==> src/rtl/operand_fetch_stage.sv <==
// ID/EX operand fetch: register-file read, EX/MEM/WB bypass, load-use stall
// detection, the ID/EX pipeline register and a saturating stall-cycle counter.
module operand_fetch_stage #(
    parameter int CTRL_W  = 8,
    parameter int COUNT_W = 16
) (
    input  logic               clk,
    input  logic               rst,
    input  logic               id_valid,
    input  logic [4:0]         id_rs,
    input  logic [4:0]         id_rt,
    input  logic [4:0]         id_dst,
    input  logic               id_uses_rs,
    input  logic               id_uses_rt,
    input  logic               id_regwrite,
    input  logic               id_memread,
    input  logic [31:0]        id_imm,
    input  logic [CTRL_W-1:0]  id_ctrl,
    output logic [4:0]         rf_readreg1,
    output logic [4:0]         rf_readreg2,
    input  logic [31:0]        rf_readdata1,
    input  logic [31:0]        rf_readdata2,
    input  logic [31:0]        ex_alu_result,
    input  logic               exmem_regwrite,
    input  logic               exmem_memread,
    input  logic [4:0]         exmem_writereg,
    input  logic [31:0]        exmem_result,
    input  logic               memwb_regwrite,
    input  logic [4:0]         memwb_writereg,
    input  logic [31:0]        memwb_writedata,
    input  logic               flush,
    output logic               stall,
    output logic               ex_valid,
    output logic               ex_regwrite,
    output logic               ex_memread,
    output logic [4:0]         ex_rs,
    output logic [4:0]         ex_rt,
    output logic [4:0]         ex_dst,
    output logic [31:0]        ex_op1,
    output logic [31:0]        ex_op2,
    output logic [31:0]        ex_imm,
    output logic [CTRL_W-1:0]  ex_ctrl,
    output logic [COUNT_W-1:0] stall_cycles
);

    logic [31:0] op1;
    logic [31:0] op2;
    logic        hz_rs;
    logic        hz_rt;

    assign rf_readreg1 = id_rs;
    assign rf_readreg2 = id_rt;

    function automatic logic [31:0] bypass(input logic [4:0] src, input logic [31:0] rf);
        logic [31:0] val;
        val = rf;
        if (src == 5'd0)
            val = '0;
        else if (ex_valid && ex_regwrite && ex_dst == src)
            val = ex_alu_result;
        else if (exmem_regwrite && exmem_writereg == src)
            val = exmem_result;
        else if (memwb_regwrite && memwb_writereg == src)
            val = memwb_writedata;
        return val;
    endfunction

    // An ALU result in EX shadows an older load to the same register in MEM.
    function automatic logic load_hazard(input logic [4:0] src, input logic used);
        logic ex_load;
        logic ex_hit;
        logic mem_load;
        ex_load  = ex_valid && ex_memread && ex_dst == src;
        ex_hit   = ex_valid && ex_regwrite && ex_dst == src;
        mem_load = exmem_memread && exmem_regwrite && exmem_writereg == src;
        return used && (src != 5'd0) && (ex_load || (!ex_hit && mem_load));
    endfunction

    always_comb begin
        op1   = bypass(id_rs, rf_readdata1);
        op2   = bypass(id_rt, rf_readdata2);
        hz_rs = load_hazard(id_rs, id_uses_rs);
        hz_rt = load_hazard(id_rt, id_uses_rt);
        stall = !rst && id_valid && !flush && (hz_rs || hz_rt);
    end

    always_ff @(posedge clk) begin
        if (rst || flush || stall || !id_valid) begin
            ex_valid    <= 1'b0;
            ex_regwrite <= 1'b0;
            ex_memread  <= 1'b0;
            ex_rs       <= '0;
            ex_rt       <= '0;
            ex_dst      <= '0;
            ex_op1      <= '0;
            ex_op2      <= '0;
            ex_imm      <= '0;
            ex_ctrl     <= '0;
        end else begin
            ex_valid    <= 1'b1;
            ex_regwrite <= id_regwrite;
            ex_memread  <= id_memread;
            ex_rs       <= id_rs;
            ex_rt       <= id_rt;
            ex_dst      <= id_dst;
            ex_op1      <= op1;
            ex_op2      <= op2;
            ex_imm      <= id_imm;
            ex_ctrl     <= id_ctrl;
        end
    end

    always_ff @(posedge clk) begin
        if (rst)
            stall_cycles <= '0;
        else if (stall && stall_cycles != '1)
            stall_cycles <= stall_cycles + 1'b1;
    end

endmodule

==> config.mk <==
export PLATFORM = sky130hd
export DESIGN_NAME = operand_fetch_stage
export DESIGN_NICKNAME = d
export VERILOG_FILES = /design/src/rtl/operand_fetch_stage.sv
export SDC_FILE = /design/constraint.sdc
export NUM_CORES = 1
export LEC_CHECK = 0
export ABC_AREA = 1
export BUFFER_PORTS_ARGS = -buffer_cell sky130_fd_sc_hd__buf_2
export CAP_MARGIN = 30
export CORE_AREA = 2 2 150 152
export DETAILED_ROUTE_END_ITERATION = 10
export DIE_AREA = 0 0 152 154
export GPL_TIMING_DRIVEN = 0
export SLEW_MARGIN = 10
export SYNTH_ARGS = -nofsm -noshare
export SYNTH_HDL_FRONTEND = slang
export SYNTH_SLANG_ARGS = --single-unit
==> constraint.sdc <==
create_clock -name clk -period 4 [get_ports clk]
set_input_delay 1.2 -clock clk [delete_from_list [all_inputs] [get_ports clk]]
set_output_delay 1.2 -clock clk [all_outputs]
set_load 0.01 [all_outputs]
==> flow_summary_export.csv, run 1 <==
group,metric,value,unit
status,outcome,"finished clean",
setup_path,path_cells,"buf_2 > clkinv_1 > nand2_1 > nor2_1 > clkbuf_2 > a21boi_1 > buf_2",
clock_network,cts_made_buffers,17,
logic_synthesis,ys_ff_latch,138,
clock_network,numClockSinks,138,
place,globalplace.congestion,0.888,
clock_network,clock_tree.buffer_depth,2,
logic_synthesis,synth_compound_area_share,13.5,%
hold_path,hp-class,"reg -> reg",
finish,layout-area-overhead-vs-synth,39.3,%
route,drt_iter0_drc,649,
logic_synthesis,synth_most_common_cell,"inv_1",
logic_synthesis,synthesis.area,0.00735,sq mm
pwr,power_frac_comb,14.1,%
route,antenna_left,0,
global_route,first_global_vias,8609,
pwr,p_int,2.62,mW
setup_path,crit_type,"in -> out",
pwr,ir_drop,226,uV
clock_network,cts_tree,"done",
die,initial_core_util,33.9,%
logic_synthesis,synthFlopType,"dfxtp_1",
pwr,p_clk_share,46.6,%
setup_path,cp.arrival,2600,ps
setup_path,r2r-end,"ex_op1[14]",
pwr,cellPowerDensity,353,mW/mm^2
setup_path,reg2regPathDepth,11,
setup_path,cp_num_buf_inv,4,
global_route,antenna_found_initial,4,
die,die_w,152,um
die,io_pins,385,
logic_synthesis,syn-num-nets,1371,
place,numPortBuffers,383,
die,rows,54,
finish,drive_gt1_share,30.4,%
pwr,p_seq_share,39.3,%
die,die_area,0.0234,sq mm
logic_synthesis,synth_mux_area_share,0,%
pwr,swShare,27.5,%
logic_synthesis,synth_simple_gate_area_share,29.5,%
clock_network,cts_hold_buf,0,
setup_path,reg2reg_from,"ex_dst[0]",
setup_path,startpoint,"rst",
logic_synthesis,synthTopCellsByCount,"inv_1, nand2_1, nor2_1, dfxtp_1, o211ai_1",
sta,period_share,95.1,%
global_route,grt_pass1_wl,47100,um
logic_synthesis,yosysTopAreaCell,"dfxtp_1",
logic_synthesis,synth_top_family_by_area,"simple AND/OR/NAND/NOR gates",
sta,setup_violations,0,
sta,worst_pin_slew,864,ps
sta,fin_hold_ws,553,ps
logic_synthesis,netlist_top_cells_area,"dfxtp_1, inv_1, nand2_1",
route,wire_per_inst,16.8,um
sta,fin_worst_skew,11.6,ps
pwr,leakage,5.94,nW
finish,fill_cells,2320,
setup_path,r2r_slack,1810,ps
global_route,grt_overflow,0,
clock_network,htree_num_levels,4,
clock_network,clk_latency,430,ps
setup_path,crit_path_max_incr_delay,320,ps
logic_synthesis,synth-edff-count,0,
logic_synthesis,synthCells,1134,
pwr,totalPowerFinal,3.62,mW
setup_path,path_depth,7,
die,dieHeight,154,um
sta,slew_headroom,42.4,%
setup_path,slowest_stage,"nor2_1",
sta,rsz0062_at_grt,"false",
logic_synthesis,synthAdderAreaFrac,0.170,%
clock_network,postCtsSetupBuffers,0,
logic_synthesis,syn_avg_cell_area,6.48,sq um
setup_path,cpMostUsedCell,"buf_2",
finish,nNetsFinal,1773,
clock_network,ctsRootBufferMaster,"clkbuf_16",
setup_path,cp-end-kind,"output pin",
clock_network,clk_pin_slew_worst_paths,60,ps
logic_synthesis,seq_area_frac_synth,37.6,%
sta,fin_crit,3800,ps
setup_path,critPathRequiredTime,2800,ps
sta,hold_viol_final,0,
route,wirelength,30800,um
setup_path,start_kind,"primary input",
route,vias_per_cell,4.82,
place,dp.final_hpwl,23600,um
pwr,power.switching,0.994,mW
setup_path,critPathMaxFanout,10,
global_route,grt_start_max_net_pins,17,
flow_run,max_cap_violations,0,
global_route,grt_usage,25.5,%
setup_path,critPathCapture,"stall",
logic_synthesis,synth_cell_type_count,30,
logic_synthesis,synth_xor_area_share,1.17,%
route,drc,0,
logic_synthesis,ys.warnings.count,0,
logic_synthesis,async_flop_share,0,%
sta,slew_violations,0,
setup_path,path_delay_family,"buffers and inverters",
route,dr_total_vias,8827,
logic_synthesis,synth.top_cell.area_share,37.6,%
die,core,0.0217,sq mm
route,dr.pass1.iters,6,
sta,max_freq,263,MHz
[cells in the final DEF (no fill, tap or decap), types with 10 or more instances in the layout]
cell type  count
buf_4         11
dfxtp_1      138
a21oi_1       17
nor2_1       148
o21ai_0       42
nand2_1      212
buf_2        396
nand4_1       56
o211ai_1      67
clkbuf_1      42
inv_1        243
o21ai_1       22
clkbuf_16     17
nor3_1        10
or2_2         11
nand3_1       57
[worst min path at each step]
stage	from	depth (start not counted)	slack, ps	to
2_1_floorplan	stall_cycles[15]	3	550	stall_cycles[15]
3_5_place_dp	stall_cycles[1]	4	540	stall_cycles[1]
4_1_cts	stall_cycles[1]	4	550	stall_cycles[1]
5_1_grt	stall_cycles[15]	3	590	stall_cycles[15]
6_report	stall_cycles[15]	3	550	stall_cycles[15]
3_3_place_gp	stall_cycles[15]	3	530	stall_cycles[15]
[stage by stage]
step | utilization [%] | setup WS, ps | instances | TNS (ps) | cell area, sq um
5_1_grt | 47.2 | 56.9 | 1830 | 0 | 10200
4_1_cts | 47.2 | 145 | 1828 | 0 | 10200
2_1_floorplan | - | 592 | 1134 | 0 | 7350
6_report | 47.2 | 195 | 1830 | 0 | 10200
3_5_place_dp | 44.3 | 17.2 | 1797 | 0 | 9620
3_3_place_gp | 44.3 | -6.13 | 1797 | -6.13 | 9620
[cell type report]
type,instances,area [sq um],area share (%)
Clock buffer,17,425,4.16
Antenna cell,2,5.00,0.0489
Inverter,252,946,9.24
Tap cell,280,350,3.42
Buffer,73,378,3.69
Multi-Input combinational cell,671,3260,31.9
Timing Repair Buffer,383,1920,18.7
Clock inverter,14,186,1.82
Sequential cell,138,2760,27.0
[worst register-to-register path, stage by stage (launching register included)]
cell     delay, ps
dfxtp_1        350
xor2_1         150
nor2_1         270
nand4_4        230
nand2_1        120
nand2_1         60
nand2_2         80
nand3_2        130
inv_2          120
nand2_2        150
buf_6          200
nor2_1         230
[timing repair]
action / 4_1_cts / 5_1_grt
endpoints found under the hold margin: 0 / 0
gates resized for setup: 1 / 1
setup endpoints to repair: 1 / 1
[kinds of logic after synthesis]
| logic type | count (synthesis) |
|---|---|
| AOI/OAI and AO/OA | 160 |
| xor gates and xnor gates | 9 |
| adders and majority gates | 1 |
| buffers and inverters | 325 |
| DFF | 138 |
| and+or+nand+nor | 501 |
[flip-flops by register name, summed over array words and instances, names as in the netlist]
name	count
stall_cycles	16
ex_dst	5
ex_ctrl	8
ex_rs	5
ex_memread	1
ex_op2	32
ex_regwrite	1
ex_rt	5
ex_op1	32
ex_valid	1
ex_imm	32
[metal layers]
metal	vias to the layer above	global-route usage [%]	part of all wire [%]
met3	60	5.83	7.4
met4	2	8.77	2.5
li1	4342	-	-
met1	4003	32.1	42
met2	420	43.2	48
met5	-	0	0.036
[power by group through the flow]
| stage | Clock (mW) | Combinational [mW] | Sequential (mW) |
|---|---|---|---|
| detailed placement | 0 | 0.505 | 1.45 |
| global placement | 0 | 0.502 | 1.45 |
| global route | 1.77 | 0.568 | 1.42 |
| floorplan | 0 | 0.235 | 1.47 |
| CTS | 1.70 | 0.509 | 1.42 |
| finish | 1.68 | 0.510 | 1.42 |
Power figures use the tool's default switching activity.
==> run 2, diff against run 1 <==
- CORE_AREA: 2 2 150 152 -> 2 2 148 150
- CTS_BUF_LIST: default -> sky130_fd_sc_hd__clkbuf_4
- DIE_AREA: 0 0 152 154 -> 0 0 150 152
==> flow_summary_export.csv, run 2 (same netlist as run 1, synthesis figures left out) <==
group,metric,value,unit
status,outcome,"finished clean",
clock_network,cts_made_buffers,17,
flow_run,max_cap_violations,0,
global_route,grt_usage,26.4,%
finish,final_common_cell,"buf_2",
setup_path,critPathRequiredTime,2800,ps
setup_path,crit_type,"in -> out",
clock_network,ctsRootBufferMaster,"clkbuf_4",
clock_network,htree_num_levels,4,
clock_network,clk_latency,610,ps
route,wirelength,30200,um
place,globalplace.congestion,0.893,
setup_path,cp.arrival,2630,ps
sta,hold_viol_final,0,
die,die_w,150,um
setup_path,cp-end-kind,"output pin",
route,drc,0,
place,numPortBuffers,383,
route,dr_total_vias,8705,
die,initial_core_util,34.4,%
route,dr.pass1.iters,6,
die,die_area,0.0228,sq mm
clock_network,clk_pin_slew_worst_paths,120,ps
sta,fin_worst_skew,40.8,ps
pwr,leakage,5.77,nW
setup_path,critPathMaxFanout,10,
sta,slew_violations,0,
pwr,cellPowerDensity,285,mW/mm^2
clock_network,postCtsSetupBuffers,0,
finish,reg_top3,"ex_imm (32), ex_op1 (32), ex_op2 (32)",
hold_path,hp-class,"reg -> reg",
finish,layout-area-overhead-vs-synth,34.5,%
die,core,0.0214,sq mm
global_route,antenna_found_initial,7,
die,dieHeight,152,um
sta,rsz0062_at_grt,"false",
global_route,grt_start_max_net_pins,17,
global_route,grt_pass1_wl,46400,um
route,vias_per_cell,4.74,
finish,layout_common_cells,"buf_2, inv_1, nand2_1, nor2_1, dfxtp_1",
route,antenna_left,0,
global_route,grt_overflow,0,
sta,setup_violations,0,
sta,fin_tns_setup,0,ps
clock_network,cts_resized,0,
setup_path,start_kind,"primary input",
sta,worst_pin_slew,773,ps
finish,utilization,46.3,%
clock_network,cts_tree,"done",
die,io_pins,385,
route,drt_iter0_drc,477,
die,rows,54,
sta,fin_crit,3830,ps
sta,fin_hold_ws,563,ps
finish,nNetsFinal,1773,
pwr,ir_drop,132,uV
finish,drive_gt1_share,30.5,%
sta,period_share,95.8,%
clock_network,numClockSinks,138,
sta,slew_headroom,48.5,%
sta,max_freq,261,MHz
global_route,first_global_vias,8577,
route,wire_per_inst,16.4,um
clock_network,clock_tree.buffer_depth,2,
clock_network,cts_hold_buf,0,
place,dp.final_hpwl,23500,um
[run 2: per-layer routing]
layer / share of wire (%) / vias up / track usage (%)
met3: 7.9 / 64 / 6.70
met1: 42 / 3914 / 32.8
met2: 47 / 384 / 43.4
met4: 3.1 / 0 / 10.6
met5: 0 / - / 0
li1: - / 4343 / -
[run 2: worst paths after layout]
check | from | endpoint | slack, ps | cells after the start
worst max-delay path | rst | stall | 170 | 7
worst min-delay path | stall_cycles[15] | stall_cycles[15] | 560 | 3
worst max register to register | ex_dst[0] | ex_op2[5] | 1810 | 8
worst min register to register | stall_cycles[15] | stall_cycles[15] | 560 | 3
[run 2: metrics by stage]
| stage | instance area (sq um) | total power [mW] | setup WS [ps] | std cells |
|---|---|---|---|---|
| 2_1_floorplan | 7350 | 1.71 | 592 | 1134 |
| 3_3_place_gp | 9620 | 1.95 | 51.6 | 1797 |
| 3_5_place_dp | 9620 | 1.96 | 96.6 | 1797 |
| 4_1_cts | 9870 | 2.84 | 90.8 | 1829 |
| 5_1_grt | 9880 | 2.96 | 77.1 | 1835 |
| 6_report | 9880 | 2.82 | 169 | 1836 |
[run 2: layout make-up]
type                    instances  area (sq um)
inverters                     252           946
fillers                      2393         11500
clock buffers                  18           135
clock inverters                14           115
flip-flops and latches        138          2760
diodes                          7          17.5
multi-input cells             671          3260
repair buffers                383          1920
well taps                     280           350
plain buffers                  73           378
[run 2: report_power, final]
| group | internal, mW | switching [mW] |
|---|---|---|
| clock | 0.265 | 0.625 |
| combinational | 0.215 | 0.291 |
| sequential | 1.41 | 0.0112 |
| total | 1.89 | 0.927 |
[run 2: critical path, cell delays in order]
cell      delay, ps
buf_2           100
clkinv_1        140
nand2_1          70
nor2_1          300
clkbuf_2        320
a21boi_0        320
buf_2           190
==> run 3, diff against run 2 <==
- CAP_MARGIN: 30 -> default
- RECOVER_POWER: default -> 25
==> flow_summary_export.csv, run 3 (same netlist as run 1, synthesis figures left out) <==
group,metric,value,unit
status,outcome,"finished clean",
clock_network,numClockSinks,138,
finish,nNetsFinal,1773,
hold_path,hp-class,"reg -> reg",
clock_network,cts_made_buffers,17,
setup_path,reg2reg_from,"ex_dst[0]",
setup_path,crit_path_max_incr_delay,310,ps
sta,fin_ws,175,ps
sta,rsz0062_at_grt,"false",
setup_path,cp.arrival,2630,ps
route,antenna_left,0,
global_route,grt_pass1_wl,46400,um
sta,fin_tns_setup,0,ps
sta,fin_crit,3830,ps
clock_network,cts_tree,"done",
place,dp.final_hpwl,23500,um
global_route,first_global_vias,8577,
global_route,grt_usage,26.4,%
pwr,ir_drop,131,uV
global_route,grt_overflow,0,
clock_network,postCtsSetupBuffers,0,
place,globalplace.congestion,0.893,
setup_path,cp-end-kind,"output pin",
setup_path,start_kind,"primary input",
place,dp_slack,96.6,ps
die,dieHeight,152,um
die,die_w,150,um
clock_network,cts_hold_buf,0,
clock_network,clk_latency,610,ps
setup_path,r2r_slack,1820,ps
die,core,0.0214,sq mm
die,initial_core_util,34.4,%
route,drt_iter0_drc,463,
setup_path,critPathRequiredTime,2800,ps
setup_path,crit_type,"in -> out",
global_route,grt_start_max_net_pins,17,
die,io_pins,385,
global_route,antenna_found_initial,7,
pwr,totalPowerFinal,2.81,mW
finish,layout_common_cells,"buf_2, inv_1, nand2_1, nor2_1, dfxtp_1",
setup_path,path_delay_family,"buffers and inverters",
clock_network,clock_tree.buffer_depth,2,
finish,final_common_cell,"buf_2",
pwr,leakage,5.47,nW
pwr,cellPowerDensity,287,mW/mm^2
hold_path,hold_path_end,"stall_cycles[15]",
setup_path,slowest_stage,"clkbuf_2",
die,rows,54,
finish,drive_gt1_share,26.0,%
sta,hold_viol_final,0,
sta,max_freq,261,MHz
sta,slew_violations,0,
sta,period_share,95.6,%
setup_path,reg2regPathDepth,8,
route,wirelength,30100,um
finish,reg_top3,"ex_imm (32), ex_op1 (32), ex_op2 (32)",
hold_path,worstHoldPathCells,3,
setup_path,cp_num_buf_inv,4,
route,vias_per_cell,4.72,
setup_path,r2r-end,"ex_op2[8]",
setup_path,critPathMaxFanout,10,
setup_path,path_cells,"buf_2 > clkinv_1 > nand2_1 > nor2_1 > clkbuf_2 > a21boi_0 > buf_2",
clock_network,clk_pin_slew_worst_paths,120,ps
route,drc,0,
place,numPortBuffers,383,
finish,layout-area-overhead-vs-synth,33.3,%
route,dr.pass1.iters,4,
sta,slew_headroom,47.9,%
flow_run,max_cap_violations,0,
clock_network,ctsRootBufferMaster,"clkbuf_4",
clock_network,htree_num_levels,4,
sta,fin_worst_skew,43.0,ps
die,die_area,0.0228,sq mm
sta,setup_violations,0,
setup_path,cpMostUsedCell,"buf_2",
hold_path,holdCritStartpoint,"stall_cycles[15]",
sta,worst_pin_slew,781,ps
route,dr_total_vias,8671,
route,wire_per_inst,16.4,um
run 3: changes by cell type in the layout (fill, tap and decap cells not counted):
cell	change
buf_2	-70
clkbuf_1	+70
run 3: routing by layer:
layer / up-vias / GRT usage [%] / share of wire [%] / wire length [um]
met5: - / 0 / 0 / 0
met4: 0 / 10.6 / 3.3 / 981
met3: 64 / 6.70 / 8.4 / 2520
met2: 379 / 43.4 / 47 / 14200
met1: 3883 / 32.8 / 41 / 12400
li1: 4345 / - / - / -
run 3: tightest hold or removal path, cell delays in order (launching register included):
cell and delay [ps]:
dfxtp_1 340, nand4_1 80, nand2_1 50, nor2_1 70
run 3: worst max path at each step:
stage	from	end	slack [ps]	depth (start not counted)
after floorplan	rst	stall	590	5
after global placement	rst	stall	50	7
after detailed placement	rst	stall	100	7
after CTS	rst	stall	90	7
after global routing	id_rt[3]	stall	80	12
final	rst	stall	170	7
run 3: area by class of cell:
| type | instances | area [sq um] |
|---|---|---|
| diodes | 7 | 17.5 |
| plain buffers | 73 | 378 |
| clock buffers | 18 | 135 |
| clock inverters | 14 | 115 |
| fillers | 2409 | 11600 |
| inverters | 252 | 946 |
| multi-input cells | 671 | 3260 |
| flip-flops and latches | 138 | 2760 |
| well taps | 280 | 350 |
| repair buffers | 383 | 1830 |
run 3: timing repair:
item	CTS	global route
endpoints found under the setup margin	0	1
hold endpoints to repair	0	0
resized for setup	0	2
run 3: report_power, final:
part	switching (mW)	internal (mW)	leakage, nW	total, mW
sequential	0.0118	1.41	1.12	1.42
combinational	0.291	0.210	4.23	0.500
clock	0.622	0.265	0.124	0.887
total	0.924	1.89	5.47	2.81
run 3: stage by stage:
stage	utilization (%)	hold slack (ps)	instances	instance area, sq um
final	45.9	563	1836	9800
after global routing	45.9	602	1835	9790
after CTS	46.2	565	1829	9870
after detailed placement	45.0	538	1797	9620
after global placement	45.0	523	1797	9620
after floorplan	-	553	1134	7350
